## src/rtl/sequence_pattern_generator.sv

```systemverilog
// rtl/sequence_pattern_generator.sv - MSB-first serial pattern transmitter with programmable repeat count.
// Optional one-cycle gap between repetitions when SEQGEN_GAP_EN is defined.
module sequence_pattern_generator #(
    parameter int WIDTH = 8,
    parameter int CNT_W = 4
) (
    input  logic             clock,
    input  logic             reset,
    input  logic             start_i,
    input  logic [WIDTH-1:0] pattern_i,
    input  logic [CNT_W-1:0] repeat_i,
    output logic             x_o,
    output logic             valid_o,
    output logic             busy_o,
    output logic             done_o
);

    localparam int BW = $clog2(WIDTH);
    localparam logic [BW-1:0] LAST_BIT = BW'(WIDTH - 1);

`ifdef SEQGEN_GAP_EN
    typedef enum logic [1:0] {S_IDLE = 2'd0, S_SHIFT = 2'd1, S_GAP = 2'd2, S_DONE = 2'd3} state_e;
`else
    typedef enum logic [1:0] {S_IDLE = 2'd0, S_SHIFT = 2'd1, S_DONE = 2'd3} state_e;
`endif

    state_e           state_q, state_d;
    logic [WIDTH-1:0] pat_q, pat_d;
    logic [WIDTH-1:0] shift_q, shift_d;
    logic [CNT_W-1:0] rep_q, rep_d;
    logic [BW-1:0]    cnt_q, cnt_d;
    logic             x_q, x_d;
    logic             valid_q, valid_d;
    logic             busy_q, busy_d;
    logic             done_q, done_d;

    // shift_q holds the bits still to be sent; the bit on x lives in x_q.
    always_comb begin
        state_d = state_q;
        pat_d   = pat_q;
        shift_d = shift_q;
        rep_d   = rep_q;
        cnt_d   = cnt_q;
        x_d     = 1'b0;
        valid_d = 1'b0;
        busy_d  = 1'b0;
        done_d  = 1'b0;
        case (state_q)
            S_IDLE: begin
                if (start_i) begin
                    pat_d   = pattern_i;
                    shift_d = pattern_i << 1;
                    rep_d   = repeat_i;
                    cnt_d   = '0;
                    x_d     = pattern_i[WIDTH-1];
                    valid_d = 1'b1;
                    busy_d  = 1'b1;
                    state_d = S_SHIFT;
                end
            end
            S_SHIFT: begin
                busy_d = 1'b1;
                if (cnt_q == LAST_BIT) begin
                    if (rep_q != '0) begin
                        rep_d = rep_q - CNT_W'(1);
`ifdef SEQGEN_GAP_EN
                        state_d = S_GAP;
`else
                        shift_d = pat_q << 1;
                        cnt_d   = '0;
                        x_d     = pat_q[WIDTH-1];
                        valid_d = 1'b1;
`endif
                    end else begin
                        done_d  = 1'b1;
                        state_d = S_DONE;
                    end
                end else begin
                    x_d     = shift_q[WIDTH-1];
                    shift_d = shift_q << 1;
                    cnt_d   = cnt_q + BW'(1);
                    valid_d = 1'b1;
                end
            end
`ifdef SEQGEN_GAP_EN
            S_GAP: begin
                busy_d  = 1'b1;
                shift_d = pat_q << 1;
                cnt_d   = '0;
                x_d     = pat_q[WIDTH-1];
                valid_d = 1'b1;
                state_d = S_SHIFT;
            end
`endif
            S_DONE: begin
                state_d = S_IDLE;
            end
            default: begin
                state_d = S_IDLE;
            end
        endcase
    end

    always_ff @(posedge clock or negedge reset) begin
        if (!reset) begin
            state_q <= S_IDLE;
            pat_q   <= '0;
            shift_q <= '0;
            rep_q   <= '0;
            cnt_q   <= '0;
            x_q     <= 1'b0;
            valid_q <= 1'b0;
            busy_q  <= 1'b0;
            done_q  <= 1'b0;
        end else begin
            state_q <= state_d;
            pat_q   <= pat_d;
            shift_q <= shift_d;
            rep_q   <= rep_d;
            cnt_q   <= cnt_d;
            x_q     <= x_d;
            valid_q <= valid_d;
            busy_q  <= busy_d;
            done_q  <= done_d;
        end
    end

    assign x_o     = x_q;
    assign valid_o = valid_q;
    assign busy_o  = busy_q;
    assign done_o  = done_q;

endmodule

```

## config.mk

```make
export PLATFORM = sky130hd
export DESIGN_NAME = sequence_pattern_generator
export DESIGN_NICKNAME = d
export VERILOG_FILES = /design/src/rtl/sequence_pattern_generator.sv
export SDC_FILE = /design/constraint.sdc
export NUM_CORES = 1
export LEC_CHECK = 0
export ABC_AREA = 1
export CAP_MARGIN = 25
export CELL_PAD_IN_SITES_DETAIL_PLACEMENT = 1
export CELL_PAD_IN_SITES_GLOBAL_PLACEMENT = 1
export CORE_ASPECT_RATIO = 1.2
export CORE_UTILIZATION = 39
export DETAILED_ROUTE_END_ITERATION = 8
export PLACE_DENSITY_LB_ADDON = 0.1
export SLEW_MARGIN = 10
export SYNTH_ARGS = -nofsm -noshare
export SYNTH_HDL_FRONTEND = slang
export SYNTH_SLANG_ARGS = --single-unit
```

## constraint.sdc

```tcl
create_clock -name clock -period 1.9 [get_ports clock]
set_input_delay 0.19 -clock clock [delete_from_list [all_inputs] [get_ports clock]]
set_output_delay 0.19 -clock clock [all_outputs]
set_load 0.02 [all_outputs]
```

==> key figures, run 1 <==
CTS
  – H-tree lvl count: 1
  – Hold-fix buffers, CTS: 0
  – Post-CTS setup buffers: 0
  – CTS root buf: clkbuf_8
  – CTS Sinks: 28
  – Clock-pin slew on the worst setup and hold paths: 0.09 ns
  – CTS Buffer Depth: 2
  – Clock Latency Late Sink: about 0.27 ns
  – Resize count post-CTS: 0
  – Num CTS Buffers: 3
  – CTS tree: built

Power
  – Worst vdd ir: about 0.48 mV
  – Clock power frac: between 10% and 20%
  – P_sw: roughly 1000 uW
  – Power per cell area: between 1000 and 1500 mW/mm^2
  – P_int: 1430 uW
  – Seq pwr share: between 40 and 50%
  – Switching share of total power: 41.3%
  – Static leakage: 0.000832 uW
  – Logic gate share of total power: between 40% and 50%

Critical path
  – Worst-path maximum fanout: 9
  – RR Startpoint: cnt_q[0]
  – Crit path DAT: 1.88 ns
  – Setup crit end kind: flip-flop
  – Register-to-Register Path Depth: 8
  – Worst r2r dst: rep_q[1]
  – FF-to-FF setup slack: ~0.22 ns
  – Worst Path Required: 2.11 ns
  – Critical path type: reg2reg
  – Setup crit start kind: flip-flop
  – Crit. Startpoint: cnt_q[0]
  – Crit path capture: rep_q[1]

STA
  – Slew HR: between 70% and 80%
  – Fmax: about 0.6 GHz
  – Part of the cycle the worst path needs: 88.2%
  – Fin. Hold Viols: 0
  – Max-slew violation count: 0
  – Worst-margin pin slew: between 0.4 and 0.5 ns
  – Setup tns final: 0 ns
  – Final Critical Period: 1.68 ns
  – Final setup fails: 0
  – Skew final: roughly 0.0056 ns
  – RSZ-0062 raised after global routing: no

Detailed routing
  – First-pass DRT Iterations: 6
  – ANT nets after route: 0
  – Via count: approximately 1,200
  – Final WL: 3.44 mm
  – DR iter-0 viols: 38
  – Residual DRC count: 2
  – WL per Instance: ~15 um
  – Via density: roughly 5.2

Place
  – Placed cells: about 230
  – Placer congestion estimate: 0.882
  – PortBufs: 18
  – Post-detail-place hpwl: between 2 and 3 mm
  – Placed cell areas: 0.00163 mm^2

Run status
  – Status: finished, violations left
  – Violated checks: design-rule violations

Die
  – Core Area: between 0.003 and 0.004 mm^2
  – Die width: between 50 and 60 um
  – Die Height: a little under 70 um
  – Std cell rows: 23
  – Initial Util: 41.8%
  – Total I/O pin count: 19
  – Die area: between 0.003 and 0.004 mm^2

Cells and area
  – Layout area overhead: 17.4%
  – Layout cell share with drive strength beyond 1: under 10%
  – Final Cell Area: approximately 0.0017 mm^2
  – Fill count: 431
  – Final cell count without fillers: 236
  – Fin nets: 220
  – Antenna diodes: 0

Synthesis
  – Syn Area/Cell: between 7 and 8 um^2
  – Sequential share of the synthesized area: 49.3%
  – YS warnings: 0
  – #FFs+latches synth: 28
  – Mapped Area: 0.00142 mm^2
  – Synth Instances: around 180
  – Post-synth cell types: 20
  – Syn_nets: 200

GRT
  – Remaining Overflow, GRT: 0
  – Initial antenna violation count: 0
  – Vias in the first global route: 1,371
  – Pin count of the biggest net entering global routing: 29
  – First-pass GRT wire length: 6.15 mm
  – All-layer global routing usage: 20.7%

Min path
  – Hold Crit Class: in2async

Job
  – Max-Cap Viols: 0
[layout make-up]
class / count / area (um^2) / area share [%]
clock buffer: 3 / 41.3 / 2.48
multi-input combinational: 134 / 628 / 37.7
sequential: 28 / 701 / 42.0
tap: 37 / 46.3 / 2.78
timing repair buffer: 21 / 203 / 12.2
inverter: 13 / 48.8 / 2.93
[flip-flops by register name, indices dropped and copies added, names as in the netlist]
name / flops
done_o: 1
x_o: 1
cnt_q: 3
valid_o: 1
shift_q: 7
rep_q: 4
pat_q: 8
busy_o: 1
state_q: 2
[critical path: stages (launching register included)]
cell	delay, ns
dfrtp_1	0.39
ha_1	0.18
ha_1	0.37
inv_2	0.14
nand3_1	0.14
nand2_2	0.09
nor2_4	0.16
nand2_1	0.07
o21ai_1	0.07
[Yosys cell counts (all sizes together)]
library cell   n  share of area (%)
nor3           1               0.35
or2            2               0.88
nand3         16                5.6
o21ai         22                7.8
inv           13                3.4
nor2          18                6.0
dfrtp         28                 49
clkbuf         1               0.26
ha             4                3.5
a21boi         1               0.53
nand2         70                 20
buf            5                2.7
[stage by stage]
| step | power (uW) | util, % | setup slack, ns | hold slack (ns) |
|---|---|---|---|---|
| after floorplan | 1810 | - | 0.423 | -0.106 |
| after global placement | 2070 | 47.9 | 0.337 | 0.466 |
| after detailed placement | 2140 | 47.9 | 0.242 | 0.474 |
| after CTS | 2480 | 49.1 | 0.210 | 0.296 |
| after global routing | 2670 | 49.1 | 0.0424 | 0.332 |
| final | 2430 | 49.1 | 0.224 | 0.288 |
[cells in the final DEF (no fill, tap or decap), drive strengths merged]
master | synthesis | routed
or2 | 2 | 2
a21boi | 1 | 1
buf | 5 | 3
clkbuf | 1 | 3
dfrtp | 28 | 28
nand3 | 16 | 16
ha | 4 | 4
nor3 | 1 | 1
o21ai | 22 | 22
inv | 13 | 13
nand2 | 70 | 70
clkdlybuf4s50 | 0 | 18
nor2 | 18 | 18
[power by group through the flow]
stage / Clock, uW / Sequential, uW / Combinational, uW
floorplan: 0 / 996 / 815
global placement: 0 / 1000 / 1070
detailed placement: 0 / 1020 / 1130
CTS: 338 / 1000 / 1140
global route: 347 / 1030 / 1290
finish: 317 / 1000 / 1120
[cell families after synthesis]
group | count (synthesis) | share of synthesized area (%)
AO/OA/AOI/OAI | 23 | 8.28
adder cells (fa/ha/maj) | 4 | 3.52
buffers and inverters | 19 | 6.43
flip-flops | 28 | 49.3
AND/OR/NAND/NOR | 107 | 32.4
[layer usage]
metal  part of all wire (%)  GRT usage [%]  wire length, um
met4                    1.4           8.54               47
met3                    1.6           1.70               54
met2                     54           40.9             1870
met1                     43           22.9             1460
met5                      0              0                0
[worst min-delay path by stage]
| stage | start | slack (ns) | endpoint | depth (start not counted) |
|---|---|---|---|---|
| global route | reset | 0.33 | x_o | 2 |
| CTS | reset | 0.30 | x_o | 2 |
| global placement | pat_q[0] | 0.47 | pat_q[0] | 2 |
| floorplan | reset | -0.11 | busy_o | 0 |
| finish | reset | 0.29 | x_o | 2 |
| detailed placement | pat_q[0] | 0.47 | pat_q[0] | 2 |
(Power assumes the default switching activity.)
==> inputs of run 2 (changes only) <==
--- a/config.mk
+++ b/config.mk
@@ -13,7 +13,7 @@
 export CORE_UTILIZATION = 39
 export DETAILED_ROUTE_END_ITERATION = 8
 export PLACE_DENSITY_LB_ADDON = 0.1
-export SLEW_MARGIN = 10
+export RECOVER_POWER = 25
 export SYNTH_ARGS = -nofsm -noshare
 export SYNTH_HDL_FRONTEND = slang
 export SYNTH_SLANG_ARGS = --single-unit
==> run 2 against run 1 <==
  * Fmax did not move
  * Combinational power about the same
  * The run still ends with design-rule violations left
  * Cell count is the same
==> key figures, run 2 (same netlist as run 1, synthesis figures left out) <==
Detailed routing
  – Via density: 5.17 (unchanged)
  – First-pass DRT Iterations: 6 (unchanged)
  – Via count: 1,220 (unchanged)
  – WL per Instance: 14.6 um (unchanged)
  – Final WL: 3.44 mm (unchanged)
  – Routed wl met2: 1.87 mm (unchanged)
  – Top layer in use: met4 (unchanged)
  – Met3 wire len: 54 um (unchanged)
  – DR iter-0 viols: 38 (unchanged)
  – ANT nets after route: 0 (unchanged)
  – DRT met1 WL: 1.46 mm (about the same)
  – Residual DRC count: 2 (unchanged)

Critical path
  – RR Startpoint: cnt_q[0] (unchanged)
  – Crit-path cells: ha_1 > ha_1 > inv_2 > nand3_1 > nand2_2 > nor2_4 > nand2_1 > o21ai_1 (unchanged)
  – Setup crit end kind: flip-flop (unchanged)
  – Slowest CP cell: dfrtp_1 (unchanged)
  – Worst-path maximum fanout: 9 (unchanged)
  – Crit path DAT: 1.88 ns (about the same)
  – CP most frequent cell: ha_1 (unchanged)
  – Sum of buffers and inverters on the critical path: 1 (unchanged)
  – Crit-path leading delay family: adder cells (unchanged)
  – Crit. Startpoint: cnt_q[0] (unchanged)
  – Critical path type: reg2reg (unchanged)
  – Worst Path Required: 2.11 ns (about the same)
  – Crit-path max cell delay: 0.39 ns (about the same)
  – Setup crit start kind: flip-flop (unchanged)

CTS
  – Clock Latency Late Sink: 0.27 ns (about the same)
  – Resize count post-CTS: 0 (unchanged)
  – CTS tree: built (unchanged)
  – Clock-pin slew on the worst setup and hold paths: 0.09 ns (about the same)
  – Post-CTS setup buffers: 0 (unchanged)
  – CTS root buf: clkbuf_8 (unchanged)
  – CTS Buffer Depth: 2 (unchanged)
  – H-tree lvl count: 1 (unchanged)
  – Num CTS Buffers: 3 (unchanged)
  – CTS Sinks: 28 (unchanged)
  – Hold-fix buffers, CTS: 0 (unchanged)

Cells and area
  – Commonest cells after routing, fill and taps aside: nand2_1, dfrtp_1, clkdlybuf4s50_1, nand3_1 (unchanged)
  – Register Area: 701 um^2 (unchanged)
  – Multi-input logic area: 628 um^2 (unchanged)
  – Layout area overhead: 17.3% (was 17.4%)
  – Commonest non-fill, non-tap cell in the layout: nand2_1 (unchanged)
  – Reg with most FFs: pat_q (unchanged)
  – Fin nets: 220 (unchanged)
  – Antenna diodes: 0 (unchanged)
  – Max FFs per register: 8 (unchanged)
  – Largest regs: pat_q x8, shift_q x7, rep_q x4 (unchanged)
  – Fill count: 431 (unchanged)
  – Layout cell share with drive strength beyond 1: 9.05% (unchanged)

STA
  – Part of the cycle the worst path needs: 88.2% (about the same)
  – Slew HR: 51.5% (was 72.4%)
  – RSZ-0062 raised after global routing: no (unchanged)
  – Fmax: 0.597 GHz (unchanged)
  – Fin. Hold Viols: 0 (unchanged)
  – Setup tns final: 0 ns (unchanged)
  – Max-slew violation count: 0 (unchanged)
  – Worst-margin pin slew: 0.727 ns (was 0.413 ns)
  – Final setup fails: 0 (unchanged)
  – Final Critical Period: 1.68 ns (about the same)
  – Skew final: 0.00562 ns (unchanged)
  – Setup ws final: 0.224 ns (about the same)

Power
  – Static leakage: 0.000832 uW (about the same)
  – Power per cell area: 1460 mW/mm^2 (about the same)
  – Worst vdd ir: 0.479 mV (about the same)

GRT
  – First-pass GRT wire length: 6.15 mm (unchanged)
  – Initial antenna violation count: 0 (unchanged)
  – All-layer global routing usage: 20.7% (unchanged)
  – Remaining Overflow, GRT: 0 (unchanged)
  – Pin count of the biggest net entering global routing: 29 (unchanged)
  – Vias in the first global route: 1,371 (unchanged)

Die
  – Die area: 0.00389 mm^2 (unchanged)
  – Die Height: 68.1 um (unchanged)
  – Std cell rows: 23 (unchanged)
  – Die width: 57.1 um (unchanged)
  – Core Area: 0.00340 mm^2 (unchanged)
  – Initial Util: 41.8% (unchanged)
  – Total I/O pin count: 19 (unchanged)

Run status
  – Violated checks: design-rule violations (unchanged)
  – Status: finished, violations left (unchanged)

Place
  – Post-detail-place hpwl: 2.56 mm (unchanged)
  – Placer congestion estimate: 0.882 (unchanged)
  – PortBufs: 18 (unchanged)
  – Dpl ws: 0.242 ns (unchanged)

Min path
  – Hold_sp: pattern_i[5]
  – Hold Crit Class: in2reg (was in2async)

Job
  – Max-Cap Viols: 0 (unchanged)
==> run 2: changes by cell type in the layout (fill, tap and decap cells not counted), sizes merged <==
cell | previous run | this run
buf | 3 | 2
clkbuf | 3 | 4
clkdlybuf4s50 | 18 | 17
dlygate4sd3 | 0 | 1
==> run 2: worst paths after layout <==
kind                             to  slack [ns]  cells after the start
setup reg to reg           rep_q[1]        0.22                      8
max in group asynchronous  cnt_q[0]        0.93                      2
hold / removal             pat_q[5]        0.48                      3
setup / recovery           rep_q[1]        0.22                      8
hold reg to reg            pat_q[3]        0.49                      2
min in group asynchronous       x_o        0.49                      2
==> run 2: power by group <==
part           leakage (uW)  switching, uW  internal [uW]
registers          0.000342            154            846
logic              0.000468            677            438
clock network     0.0000216            174            142
==> run 2: final cells by class <==
class / instances / share of cell area (%)
tap: 37 / 2.78
sequential: 28 / 42.1
multi-input combinational: 134 / 37.7
inverter: 13 / 2.93
clock buffer: 3 / 2.48
timing repair buffer: 21 / 12.0
==> run 2: worst min-delay path: stages <==
cell and delay (ns):
clkdlybuf4s50_1 0.42, nand2_1 0.07, nand2_1 0.04
==> run 2: through the flow <==
step                power (uW)  hold slack (ns)  instances  util, %  instance area [um^2]
floorplan                 1810           -0.106        181        -                  1420
global placement          2070            0.466        233     47.9                  1630
detailed placement        2140            0.474        233     47.9                  1630
CTS                       2480            0.296        236     49.1                  1670
global route              2670            0.506        236     49.0                  1670
finish                    2430            0.478        236     49.0                  1670
==> run 2: metal layers <==
layer | vias up | GRT usage, %
li1 | 605 | -
met1 | 599 | 22.9
met2 | 12 | 40.9
met3 | 4 | 1.70
met4 | 0 | 8.54
met5 | - | 0
==> inputs of run 3 (changes only) <==
--- a/config.mk
+++ b/config.mk
@@ -11,6 +11,7 @@
 export CELL_PAD_IN_SITES_GLOBAL_PLACEMENT = 1
 export CORE_ASPECT_RATIO = 1.2
 export CORE_UTILIZATION = 39
+export CTS_BUF_LIST = sky130_fd_sc_hd__clkbuf_16
 export DETAILED_ROUTE_END_ITERATION = 8
 export PLACE_DENSITY_LB_ADDON = 0.1
 export RECOVER_POWER = 25
==> run 3 against run 2 <==
  * Core utilization rose by 0.99 points
  * Worst setup slack improved by 0.0099 ns
  * Clock skew shrank 0.0019 ns
  * Largest cell class unchanged
  * The flow still finishes with violations (design-rule violations)
==> key figures, run 3 (same netlist as run 1, synthesis figures left out) <==
Critical path
  – Crit-path leading delay family: adder cells (unchanged)
  – Worst Path Required: 2.09 ns (was 2.11 ns)
  – Worst r2r dst: rep_q[1] (unchanged)
  – Setup crit start kind: flip-flop (unchanged)
  – Sum of buffers and inverters on the critical path: 1 (unchanged)
  – CP most frequent cell: ha_1 (unchanged)
  – Register-to-Register Path Depth: 8 (unchanged)
  – Crit-path max cell delay: 0.38 ns (was 0.39 ns)
  – Crit-path cells: ha_1 > ha_1 > inv_2 > nand3_1 > nand2_2 > nor2_4 > nand2_1 > o21ai_1 (unchanged)
  – RR Startpoint: cnt_q[0] (unchanged)
  – Slowest CP cell: dfrtp_1 (unchanged)
  – Worst-path maximum fanout: 9 (unchanged)
  – FF-to-FF setup slack: 0.23 ns (was 0.22 ns)
  – Setup crit end kind: flip-flop (unchanged)
  – Crit path DAT: 1.85 ns (was 1.88 ns)
  – Critical path type: reg2reg (unchanged)

Cells and area
  – Reg with most FFs: pat_q (unchanged)
  – Layout cell share with drive strength beyond 1: 9.05% (unchanged)
  – Layout area overhead: 19.6% (was 17.3%)
  – Fin nets: 220 (unchanged)
  – Final Cell Area: 0.00170 mm^2 (was 0.00167 mm^2)
  – Max FFs per register: 8 (unchanged)
  – Commonest non-fill, non-tap cell in the layout: nand2_1 (unchanged)
  – Final cell count without fillers: 236 (unchanged)
  – Fill count: 430 (was 431)
  – Commonest cells after routing, fill and taps aside: nand2_1, dfrtp_1, clkdlybuf4s50_1, nand3_1 (unchanged)
  – Antenna diodes: 0 (unchanged)
  – Largest regs: pat_q x8, shift_q x7, rep_q x4 (unchanged)

Run status
  – Violated checks: design-rule violations (unchanged)
  – Status: finished, violations left (unchanged)

STA
  – Setup ws final: 0.234 ns (was 0.224 ns)
  – Part of the cycle the worst path needs: 87.7% (was 88.2%)
  – Fmax: 0.600 GHz (was 0.597 GHz)
  – RSZ-0062 raised after global routing: no (unchanged)
  – Setup tns final: 0 ns (unchanged)
  – Max-slew violation count: 0 (unchanged)
  – Worst-margin pin slew: 0.733 ns (was 0.727 ns)
  – Fin. Hold Viols: 0 (unchanged)
  – Slew HR: 51.1% (was 51.5%)
  – Final setup fails: 0 (unchanged)
  – Final Critical Period: 1.67 ns (was 1.68 ns)
  – Skew final: 0.00368 ns (was 0.00562 ns)

Min path
  – Hold Path Cell Cnt: 2 (was 3)
  – Hold Crit Endpoint: pat_q[0] (was pat_q[5])
  – Hold_sp: pat_q[0] (was pattern_i[5])
  – Hold Crit Class: reg2reg (was in2reg)

CTS
  – Clock Latency Late Sink: 0.26 ns (was 0.27 ns)
  – Num CTS Buffers: 3 (unchanged)
  – Resize count post-CTS: 0 (unchanged)
  – H-tree lvl count: 1 (unchanged)
  – Hold-fix buffers, CTS: 0 (unchanged)
  – Post-CTS setup buffers: 0 (unchanged)
  – CTS root buf: clkbuf_16 (was clkbuf_8)
  – CTS Sinks: 28 (unchanged)
  – CTS Buffer Depth: 2 (unchanged)
  – CTS tree: built (unchanged)
  – Clock-pin slew on the worst setup and hold paths: 0.07 ns (was 0.09 ns)

GRT
  – Remaining Overflow, GRT: 0 (unchanged)
  – GR Util met1: 23.6% (was 22.9%)
  – First-pass GRT wire length: 6.26 mm (was 6.15 mm)
  – GR Util met2: 41.2% (was 40.9%)
  – Initial antenna violation count: 0 (unchanged)
  – Pin count of the biggest net entering global routing: 29 (unchanged)
  – Vias in the first global route: 1,368 (was 1,371)
  – All-layer global routing usage: 21.2% (was 20.7%)
  – GR met3 Demand/Resource: 2.84% (was 1.70%)
  – Gr busiest metal: met2 (unchanged)

Die
  – Die width: 57.1 um (unchanged)
  – Initial Util: 41.8% (unchanged)
  – Die Height: 68.1 um (unchanged)
  – Core Area: 0.00340 mm^2 (unchanged)
  – Total I/O pin count: 19 (unchanged)
  – Std cell rows: 23 (unchanged)
  – Die area: 0.00389 mm^2 (unchanged)

Detailed routing
  – Via density: 5.28 (was 5.17)
  – First-pass DRT Iterations: 6 (unchanged)
  – WL per Instance: 15.0 um (was 14.6 um)
  – DR iter-0 viols: 40 (was 38)
  – ANT nets after route: 0 (unchanged)
  – Via count: 1,245 (was 1,220)
  – Final WL: 3.54 mm (was 3.44 mm)
  – Residual DRC count: 2 (unchanged)

Place
  – Dpl ws: 0.242 ns (unchanged)
  – Placed cell areas: 0.00163 mm^2 (unchanged)
  – PortBufs: 18 (unchanged)
  – Placer congestion estimate: 0.882 (unchanged)
  – Placed cells: 233 (unchanged)
  – Post-detail-place hpwl: 2.56 mm (unchanged)

Power
  – Power per cell area: 1530 mW/mm^2 (was 1460 mW/mm^2)
  – Static leakage: 0.000847 uW (was 0.000832 uW)
  – Total power: 2600 uW (was 2430 uW)
  – Worst vdd ir: 0.675 mV (was 0.479 mV)

Job
  – Max-Cap Viols: 0 (unchanged)
run 3: cell type report:
class	count	area, um^2	area share (%)
tap	37	46.3	2.72
sequential	28	701	41.2
inverter	13	48.8	2.87
timing repair buffer	21	200	11.8
multi-input combinational	134	628	37.0
clock buffer	3	75.1	4.42
run 3: worst max-delay path by stage:
stage,from,end,slack [ns],cells past startpoint
6_report,cnt_q[0],rep_q[1],0.23,8
5_1_grt,cnt_q[0],rep_q[0],0.06,8
4_1_cts,cnt_q[0],rep_q[3],0.21,8
3_5_place_dp,cnt_q[0],rep_q[3],0.24,8
3_3_place_gp,rep_q[0],shift_q[5],0.34,9
2_1_floorplan,cnt_q[0],rep_q[3],0.42,9
run 3: layer usage:
layer	vias to the layer above	part of all wire [%]
met4	0	1.4
met1	621	43
met3	4	1.5
li1	608	-
met2	12	55
met5	-	0
run 3: metrics by stage:
step	utilization (%)	hold slack, ns
after floorplan	-	-0.106
after global placement	47.9	0.466
after detailed placement	47.9	0.474
after CTS	50.1	0.325
after global routing	50.0	0.521
final	50.0	0.487
run 3: worst register-to-register path, stage by stage, from the launching register on:
cell	delay, ns
dfrtp_1	0.38
ha_1	0.18
ha_1	0.37
inv_2	0.14
nand3_1	0.14
nand2_2	0.09
nor2_4	0.16
nand2_1	0.07
o21ai_1	0.07
run 3: power by group:
| group | internal [uW] | switching (uW) |
|---|---|---|
| Clock | 279 | 186 |
| Combinational | 440 | 691 |
| Sequential | 848 | 159 |
| Total | 1570 | 1040 |
